### src/rtl/lsu_mem_if_pkg.sv
// rtl/lsu_mem_if_pkg.sv - shared funct3 codes, FSM encoding and widths for the LSU memory interface
package lsu_mem_if_pkg;

    localparam int LSU_XLEN   = 32;
    localparam int LSU_ADDR_W = 16;

    // RV32 load/store width codes (FLW/FSW reuse LSU_W)
    localparam logic [2:0] LSU_B  = 3'b000;
    localparam logic [2:0] LSU_H  = 3'b001;
    localparam logic [2:0] LSU_W  = 3'b010;
    localparam logic [2:0] LSU_BU = 3'b100;
    localparam logic [2:0] LSU_HU = 3'b101;

    typedef enum logic [1:0] {
        IDLE   = 2'd0,
        ACCESS = 2'd1,
        RESP   = 2'd2
    } lsu_state_e;

endpackage

### src/rtl/lsu_mem_if_lane_fmt.sv
// rtl/lsu_mem_if_lane_fmt.sv - byte-lane enable, legality/alignment and load formatting
//
// Purely combinational.
//   we, funct3, addr_lo : access being decoded
//   mem_rdata           : SRAM read word
//   ben                 : byte-lane enables for the access
//   legal               : funct3 is supported for this direction
//   aligned             : address is aligned to the access width
//   load_data           : selected lane, sign- or zero-extended
module lsu_mem_if_lane_fmt
    import lsu_mem_if_pkg::*;
#(
    parameter int XLEN = LSU_XLEN
) (
    input  logic            we,
    input  logic [2:0]      funct3,
    input  logic [1:0]      addr_lo,
    input  logic [XLEN-1:0] mem_rdata,
    output logic [3:0]      ben,
    output logic            legal,
    output logic            aligned,
    output logic [XLEN-1:0] load_data
);

    logic [7:0]  byte_sel;
    logic [15:0] half_sel;
    logic        sign_ext;

    assign byte_sel = mem_rdata[{addr_lo, 3'b000} +: 8];
    assign half_sel = addr_lo[1] ? mem_rdata[31:16] : mem_rdata[15:0];
    // funct3[2] marks the unsigned load variants
    assign sign_ext = ~funct3[2];

    always_comb begin
        ben       = 4'b0000;
        legal     = 1'b0;
        aligned   = 1'b1;
        load_data = '0;
        case (funct3)
            LSU_B, LSU_BU: begin
                legal     = (funct3 == LSU_B) || !we;
                ben       = 4'b0001 << addr_lo;
                load_data = {{(XLEN-8){sign_ext & byte_sel[7]}}, byte_sel};
            end
            LSU_H, LSU_HU: begin
                legal     = (funct3 == LSU_H) || !we;
                aligned   = ~addr_lo[0];
                ben       = addr_lo[1] ? 4'b1100 : 4'b0011;
                load_data = {{(XLEN-16){sign_ext & half_sel[15]}}, half_sel};
            end
            LSU_W: begin
                legal     = 1'b1;
                aligned   = (addr_lo == 2'b00);
                ben       = 4'b1111;
                load_data = mem_rdata;
            end
            default: begin
                legal = 1'b0;
            end
        endcase
    end

endmodule

### src/rtl/lsu_mem_if.sv
// rtl/lsu_mem_if.sv - load/store formatting stage in front of the byte-lane data SRAM
//
// Ports:
//   clk, rst_n               : clock, asynchronous active-low reset
//   req_valid/req_ready      : request handshake from execute
//   req_we/funct3/addr/wdata : request fields
//   resp_valid               : one-cycle response pulse (no backpressure)
//   resp_rdata/misaligned/err/addr : registered response, held until next response
//   mem_addr/wdata/wen/ben   : SRAM drive, active only in ACCESS
//   mem_rdata                : SRAM combinational read word
module lsu_mem_if
    import lsu_mem_if_pkg::*;
#(
    parameter int ADDR_W = LSU_ADDR_W,
    parameter int XLEN   = LSU_XLEN
) (
    input  logic              clk,
    input  logic              rst_n,
    input  logic              req_valid,
    output logic              req_ready,
    input  logic              req_we,
    input  logic [2:0]        req_funct3,
    input  logic [XLEN-1:0]   req_addr,
    input  logic [XLEN-1:0]   req_wdata,
    output logic              resp_valid,
    output logic [XLEN-1:0]   resp_rdata,
    output logic              resp_misaligned,
    output logic              resp_err,
    output logic [XLEN-1:0]   resp_addr,
    output logic [ADDR_W-1:0] mem_addr,
    output logic [XLEN-1:0]   mem_wdata,
    output logic              mem_wen,
    output logic [3:0]        mem_ben,
    input  logic [XLEN-1:0]   mem_rdata
);

    lsu_state_e      state_q, state_d;
    logic            we_q;
    logic [2:0]      funct3_q;
    logic [XLEN-1:0] addr_q;
    logic [XLEN-1:0] wdata_q;
    logic            accept;

    // One formatter serves both phases: in IDLE it checks the incoming
    // request, afterwards it works on the latched request.
    logic            fmt_we;
    logic [2:0]      fmt_funct3;
    logic [1:0]      fmt_addr_lo;
    logic [3:0]      fmt_ben;
    logic            fmt_legal;
    logic            fmt_aligned;
    logic [XLEN-1:0] fmt_load;

    assign fmt_we      = (state_q == IDLE) ? req_we          : we_q;
    assign fmt_funct3  = (state_q == IDLE) ? req_funct3      : funct3_q;
    assign fmt_addr_lo = (state_q == IDLE) ? req_addr[1:0]   : addr_q[1:0];

    lsu_mem_if_lane_fmt #(.XLEN(XLEN)) u_lane_fmt (
        .we        (fmt_we),
        .funct3    (fmt_funct3),
        .addr_lo   (fmt_addr_lo),
        .mem_rdata (mem_rdata),
        .ben       (fmt_ben),
        .legal     (fmt_legal),
        .aligned   (fmt_aligned),
        .load_data (fmt_load)
    );

    assign mem_addr  = addr_q[ADDR_W-1:0];
    assign mem_wdata = wdata_q;

    always_ff @(posedge clk or negedge rst_n) begin
        if (!rst_n) begin
            state_q <= IDLE;
        end else begin
            state_q <= state_d;
        end
    end

    // mem_wen/mem_ben decode straight from state_q so that an asynchronous
    // reset removes the write strobe before the next edge.
    always_comb begin
        state_d   = state_q;
        req_ready = 1'b0;
        accept    = 1'b0;
        mem_wen   = 1'b0;
        mem_ben   = 4'b0000;
        case (state_q)
            IDLE: begin
                req_ready = rst_n;
                accept    = req_valid && rst_n;
                if (accept) begin
                    state_d = (fmt_legal && fmt_aligned) ? ACCESS : RESP;
                end
            end
            ACCESS: begin
                mem_wen = we_q;
                mem_ben = fmt_ben;
                state_d = RESP;
            end
            RESP: begin
                state_d = IDLE;
            end
            default: begin
                state_d = IDLE;
            end
        endcase
    end

    always_ff @(posedge clk or negedge rst_n) begin
        if (!rst_n) begin
            we_q            <= 1'b0;
            funct3_q        <= 3'b000;
            addr_q          <= '0;
            wdata_q         <= '0;
            resp_valid      <= 1'b0;
            resp_rdata      <= '0;
            resp_misaligned <= 1'b0;
            resp_err        <= 1'b0;
            resp_addr       <= '0;
        end else begin
            resp_valid <= 1'b0;
            if (accept) begin
                we_q     <= req_we;
                funct3_q <= req_funct3;
                addr_q   <= req_addr;
                wdata_q  <= req_wdata;
                // Faults skip ACCESS and respond directly; err outranks misalignment
                if (!fmt_legal || !fmt_aligned) begin
                    resp_valid      <= 1'b1;
                    resp_err        <= ~fmt_legal;
                    resp_misaligned <= fmt_legal;
                    resp_rdata      <= '0;
                    resp_addr       <= req_addr;
                end
            end
            if (state_q == ACCESS) begin
                resp_valid      <= 1'b1;
                resp_err        <= 1'b0;
                resp_misaligned <= 1'b0;
                resp_rdata      <= we_q ? '0 : fmt_load;
                resp_addr       <= addr_q;
            end
        end
    end

endmodule

### config.mk
export PLATFORM = sky130hd
export DESIGN_NAME = lsu_mem_if
export DESIGN_NICKNAME = d
export VERILOG_FILES = /design/src/rtl/lsu_mem_if_pkg.sv /design/src/rtl/lsu_mem_if_lane_fmt.sv /design/src/rtl/lsu_mem_if.sv
export SDC_FILE = /design/constraint.sdc
export NUM_CORES = 1
export LEC_CHECK = 0
export CORE_ASPECT_RATIO = 1.25
export CORE_MARGIN = 5
export CORE_UTILIZATION = 49
export DETAILED_ROUTE_END_ITERATION = 6
export PLACE_DENSITY = 0.87
export SKIP_LAST_GASP = 1
export SYNTH_ARGS = -nofsm -noshare
export SYNTH_HDL_FRONTEND = slang
export SYNTH_SLANG_ARGS = --single-unit
### constraint.sdc
create_clock -name clk -period 4.5 [get_ports clk]
set_input_delay 0.45 -clock clk [delete_from_list [all_inputs] [get_ports clk]]
set_output_delay 0.45 -clock clk [all_outputs]
set_load 0.005 [all_outputs]
### Word-level counts from Yosys, hierarchy flattened

Index checks and enable logic that the tools add are counted.

| cells by class | value |
|---|---|
| equal/unequal tests | 6 |
| shift-type cells | 2 |
| muxes and demuxes | 32 |
| bitwise operators | 5 |
| reductions and logical operators | 16 |

Operators with widths:

| cell | number |
|---|---|
| $mux 32 | 7 |
| $pmux 32 s3 | 1 |
| $shiftx 32x6->8 | 1 |
| $mux 16 | 1 |
| $mux 1 | 13 |
| $pmux 4 s3 | 1 |
| $mux 4 | 2 |
| $eq 3x3->1 const B | 2 |
| $mux 2 | 3 |
| $logic_not 2->1 | 2 |
| $pmux 2 s2 | 1 |
| $reduce_bool 2->1 | 2 |
| $reduce_or 2->1 | 2 |
| $shl 1x2->4 const A | 1 |
| $eq 3x1->1 const B | 1 |
| $eq 3x2->1 const B | 1 |
| $logic_not 1->1 | 3 |
| $logic_not 3->1 | 1 |
| $logic_or 1x1->1 | 3 |
| $mux 3 | 1 |
| $not 1->1 | 3 |
| $pmux 1 s3 | 1 |
| $and 1x1->1 | 2 |
| $eq 2x1->1 const B | 1 |
| other kinds (4) | 5 |

| storage, ports and cells | value |
|---|---|
| flip-flop bits (word level) | 137 |
| bits of input ports | 103 |
| output and inout bits | 121 |
| word-level logic and storage cells | 71 |

### Longest topological paths before layout

| logic depth | value |
|---|---|
| depth in word-level cells | 10 |
| depth in mapped cells | 9 |

### Hierarchy

Synthesis repeated with hierarchy kept, for this count alone.

| unflattened totals | value |
|---|---|
| cell total of the unflattened synthesis | 621 |
| area total of the unflattened synthesis | 7104.3 um2 |

Modules (own cells, without submodules):

| module | times used | cells an instance | area an instance (um2) | seq. area each (um2) |
|---|---|---|---|---|
| lsu_mem_if | 1 | 505 | 6144.6 | 3428.3 |
| lsu_mem_if_lane_fmt | 1 | 116 | 959.7 | 0.0 |

### Worst setup path before layout

No wires, ideal clock.

| path | value |
|---|---|
| kind | reg2reg |
| start | register state_q[1] |
| end | register resp_rdata[22] |
| setup time | 126 ps |
| data arrival time | 2084 ps |
| required time | 4374 ps |
| setup slack | 2290 ps |
| stages on the path, launching flop included | 8 |
| path buffers | 1 |
| cells stage by stage | dfrtp_1 -> nor2_2 -> mux2_2 -> a211oi_1 -> o22ai_1 -> nor3b_4 -> buf_6 -> a221o_1 |

| between the ends | value |
|---|---|
| cells in the longest elaborated chain, start to end | 9 |
| elaborated cells on any way between the ends | 34 |
| those cells by class | 5 x eq/ne; 1 x shift; 10 x mux; 4 x bitwise; 14 x reduce/logical |

RTL lines:

| item | line | text |
|---|---|---|
| from (decl) | lsu_mem_if.sv:37 | `lsu_state_e state_q, state_d;` |
| from (signal assigned) | lsu_mem_if.sv:76 | `state_q <= state_d;` |
| branches (longest 9 deep; another with $shiftx 32x6->8) | -- |  |
| to (signal assigned) | lsu_mem_if.sv:141 | `resp_rdata <= we_q ? '0 : fmt_load;` |
| to (decl) | lsu_mem_if.sv:26 | `output logic [XLEN-1:0] resp_rdata,` |

Several ways; the timed one is not identified.
A chain may end at the register's enable or synchronous reset.

### Final worst setup path

| path | value |
|---|---|
| start | register state_q[1] |
| end | output mem_ben[0] |

| between the ends | value |
|---|---|
| cells in the longest elaborated chain, start to end | 6 |
| elaborated cells on any way between the ends | 15 |
| those cells by class | 5 x eq/ne; 1 x shift; 5 x mux; 4 x reduce/logical |

RTL lines:

| item | line | text |
|---|---|---|
| $logic_not 2->1 | lsu_mem_if.sv:55, lsu_mem_if.sv:56 |  |
| $mux 3 | lsu_mem_if.sv:55 | `assign fmt_funct3 = (state_q == IDLE) ? req_funct3 : funct3_q;` |
| $eq 3x3->1, or another cell as far along | lsu_mem_if_lane_fmt.sv:39 | `case (funct3)` |
| $reduce_or 2->1 | lsu_mem_if_lane_fmt.sv:39 |  |
| $pmux 4 s3 | lsu_mem_if_lane_fmt.sv:39 |  |
| $mux 4 * | lsu_mem_if.sv:88 | `case (state_q)` |
| to (decl) | lsu_mem_if.sv:33 | `output logic [3:0] mem_ben,` |

Mark *: on every way between the ends. The rest lies on a longest branch, timed or not.

==> flow_metrics.env <==
export IMPL_clock_root_buffer="clkbuf_16"
export IMPL_grt_first_pass_wirelength_um=30200
export IMPL_cts_hold_buf=0
export IMPL_fin_crit_sh_pct=78.8
export IMPL_p_leak_uw=0.00413
export IMPL_synth_top_cell_by_area="dfrtp_1"
export IMPL_ctsResizeCount=0
export IMPL_netlist_top_cells_area="dfrtp_1, nand2_1, a21oi_1, a221o_1, nor2_1"
export IMPL_path_buf_inv=1
export IMPL_dominantRegCellSynth="dfrtp_1"
export IMPL_setup_viol=0
export IMPL_syn_area_um2=6210
export IMPL_die_h_um=136
export IMPL_drive_gt1_share_pct=6.69
export IMPL_syn_num_nets=783
export IMPL_syn_instance_count=680
export IMPL_rows=46
export IMPL_cp_start_kind="register"
export IMPL_vias=5797
export IMPL_drt_iter0_drc=434
export IMPL_antenna_found_initial=0
export IMPL_arrival_ps=3100
export IMPL_placed_area_um2=8390
export IMPL_endpoint_kind="output port"
export IMPL_status="complete, but fails checks"
export IMPL_avgSynthCellArea_um2=9.13
export IMPL_ant_nets=0
export IMPL_initial_utilization_pct=49.5
export IMPL_dp_cells=1019
export IMPL_synth_most_common_cell="nand2_1"
export IMPL_ys_seq_area_share_pct=55.2
export IMPL_period_needed_ps=3550
export IMPL_grt_usage_pct=25.3
export IMPL_drv_slew=0
export IMPL_final_area_um2=9050
export IMPL_first_pass_iters=6
export IMPL_critPathKind="reg2out"
export IMPL_drt_wl_total_um=19300
export IMPL_power_density_nw_per_um2=646
export IMPL_whs_ps=-10.7
export IMPL_synth_commonest_cells="nand2_1, dfrtp_1, a21oi_1, nor2_1, clkbuf_1"
export IMPL_area_delta_synth_final_pct=45.8
export IMPL_crit_path_cell_trace="nor2_2 > mux2i_1 > nand3_1 > a21oi_1 > clkdlybuf4s50_1"
export IMPL_cts_setup_buffers=0
export IMPL_drt_wirelength_per_cell_um=18.3
export IMPL_grt_pass1_vias=5664
export IMPL_clk_pin_slew_ps=60
export IMPL_synthArstFlopShare_pct=100
export IMPL_netlist_cell_type_count=51
export IMPL_place_hpwl_um=13400
export IMPL_yosysWarnings=0
export IMPL_critical_path_max_stage_delay_ps=860
export IMPL_cts_buffers=17
export IMPL_rsz0062_at_grt="no"
export IMPL_tightest_slew_ps=1040
export IMPL_final_hold_violation_count=10
export IMPL_port_buffers=223
export IMPL_nNetsFinal=973
export IMPL_yosys_area_top_type_share_pct=55.2
export IMPL_cts_htree_levels=4
export IMPL_drc=0
export IMPL_viasPerCell=5.52
export IMPL_cts_sinks=137
export IMPL_cp_required_ps=4050
export IMPL_cp_top_family="multiplexers"
export IMPL_gp_congestion=0.948
export IMPL_skew_ps=7.45
export IMPL_clock_fmax_mhz=282
export IMPL_cp_max_fo=14
export IMPL_grt_start_max_net_pins=81
export IMPL_overflow=0
export IMPL_setup_tns_final_ps=0
export IMPL_slowest_stage="mux2i_1"
export IMPL_die_x_um=111
export IMPL_core_area_um2=12500
export IMPL_worst_hold_path_type="in2async"
export IMPL_maxCapViolCount=0
export IMPL_clockBufferDepth=2
export IMPL_synth_seq_cells=137
export IMPL_synth_edf_count=0
export IMPL_failed_checks="hold timing"
export IMPL_cts_tree="yes"
export IMPL_die_area_um2=15000
export IMPL_ioPinCount=224
export IMPL_fin_cells=1050
export IMPL_relSlewSlack_pct=30.6
export IMPL_clk_latency_ps=410
export IMPL_peakVddDrop_v=0.000298
export IMPL_diodes=0
-- sequential cells by signal, summed over array words and instances (netlist names) --
name / cells
addr_q: 32
funct3_q: 3
mem_wdata: 32
resp_addr: 32
resp_err: 1
resp_misaligned: 1
resp_rdata: 32
resp_valid: 1
state_q: 2
we_q: 1
-- layout by cell type, fill, tap and decap left out, types with 15 or more instances in the layout --
cell type	Yosys	layout
a221o_1	16	16
a21oi_1	68	68
clkbuf_16	0	17
nor2_1	38	38
o2bb2ai_1	16	16
a221oi_1	15	15
clkdlybuf4s50_1	0	222
nand2_1	254	253
dfrtp_1	137	137
-- worst register-to-register path, stage by stage (launching register included) --
cell and delay (ps):
dfrtp_1 530, nor2_2 370, mux2i_1 860, a211oi_1 300, o22ai_1 250, nor3b_4 610
a221o_1 210
-- worst paths after layout --
kind,start,endpoint,slack (ps),cells after the start
min in group clk,mem_wdata[23],mem_wdata[23],470,2
hold / removal,rst_n,resp_rdata[3],-10,1
setup reg to reg,state_q[1],resp_rdata[28],1310,6
hold reg to reg,mem_wdata[23],mem_wdata[23],470,2
max in group asynchronous,rst_n,mem_wdata[18],3110,2
setup / recovery,state_q[1],mem_ben[0],950,5
-- power breakdown --
group          switching [µW]  leakage [µW]  internal [µW]
combinational            1030       0.00208           1210
clock                     522      0.000317           1040
sequential                322       0.00173           1720
total                    1870       0.00413           3970
-- cell type report --
cell class | instances | area, µm²
well taps | 168 | 210
clock buffers | 19 | 433
clock inverters | 12 | 224
multi-input cells | 479 | 2450
fillers | 952 | 3500
inverters | 4 | 15.0
flip-flops and latches | 137 | 3430
repair buffers | 231 | 2290
-- cells by family (layout without fill, tap and decap cells) --
| family | count (synthesis) | after routing | share of synthesized area [%] |
|---|---|---|---|
| AOI/OAI and AO/OA | 153 | 153 | 17.2 |
| buffers and inverters | 64 | 266 | 5.48 |
| DFF | 137 | 137 | 55.2 |
| muxes | 7 | 7 | 1.19 |
| and+or+nand+nor | 319 | 319 | 20.9 |
-- per-stage QoR --
step	total power (µW)	util [%]	setup WS [ps]	hold slack (ps)
2_1_floorplan	3090	-	2290	154
3_3_place_gp	4240	66.9	1360	446
3_5_place_dp	4300	66.9	1270	451
4_1_cts	5890	72.1	956	6.60
5_1_grt	6190	72.1	794	48.5
6_report	5850	72.1	952	-10.7
-- layer usage --
metal / vias up / global-route usage [%] / part of all wire [%]
met1: 2770 / 30.6 / 38
met5: - / 0 / 0
met4: 0 / 11.3 / 4.0
met3: 54 / 6.50 / 7.2
met2: 275 / 43.0 / 51
li1: 2698 / - / -
(Power assumes the default switching activity.)
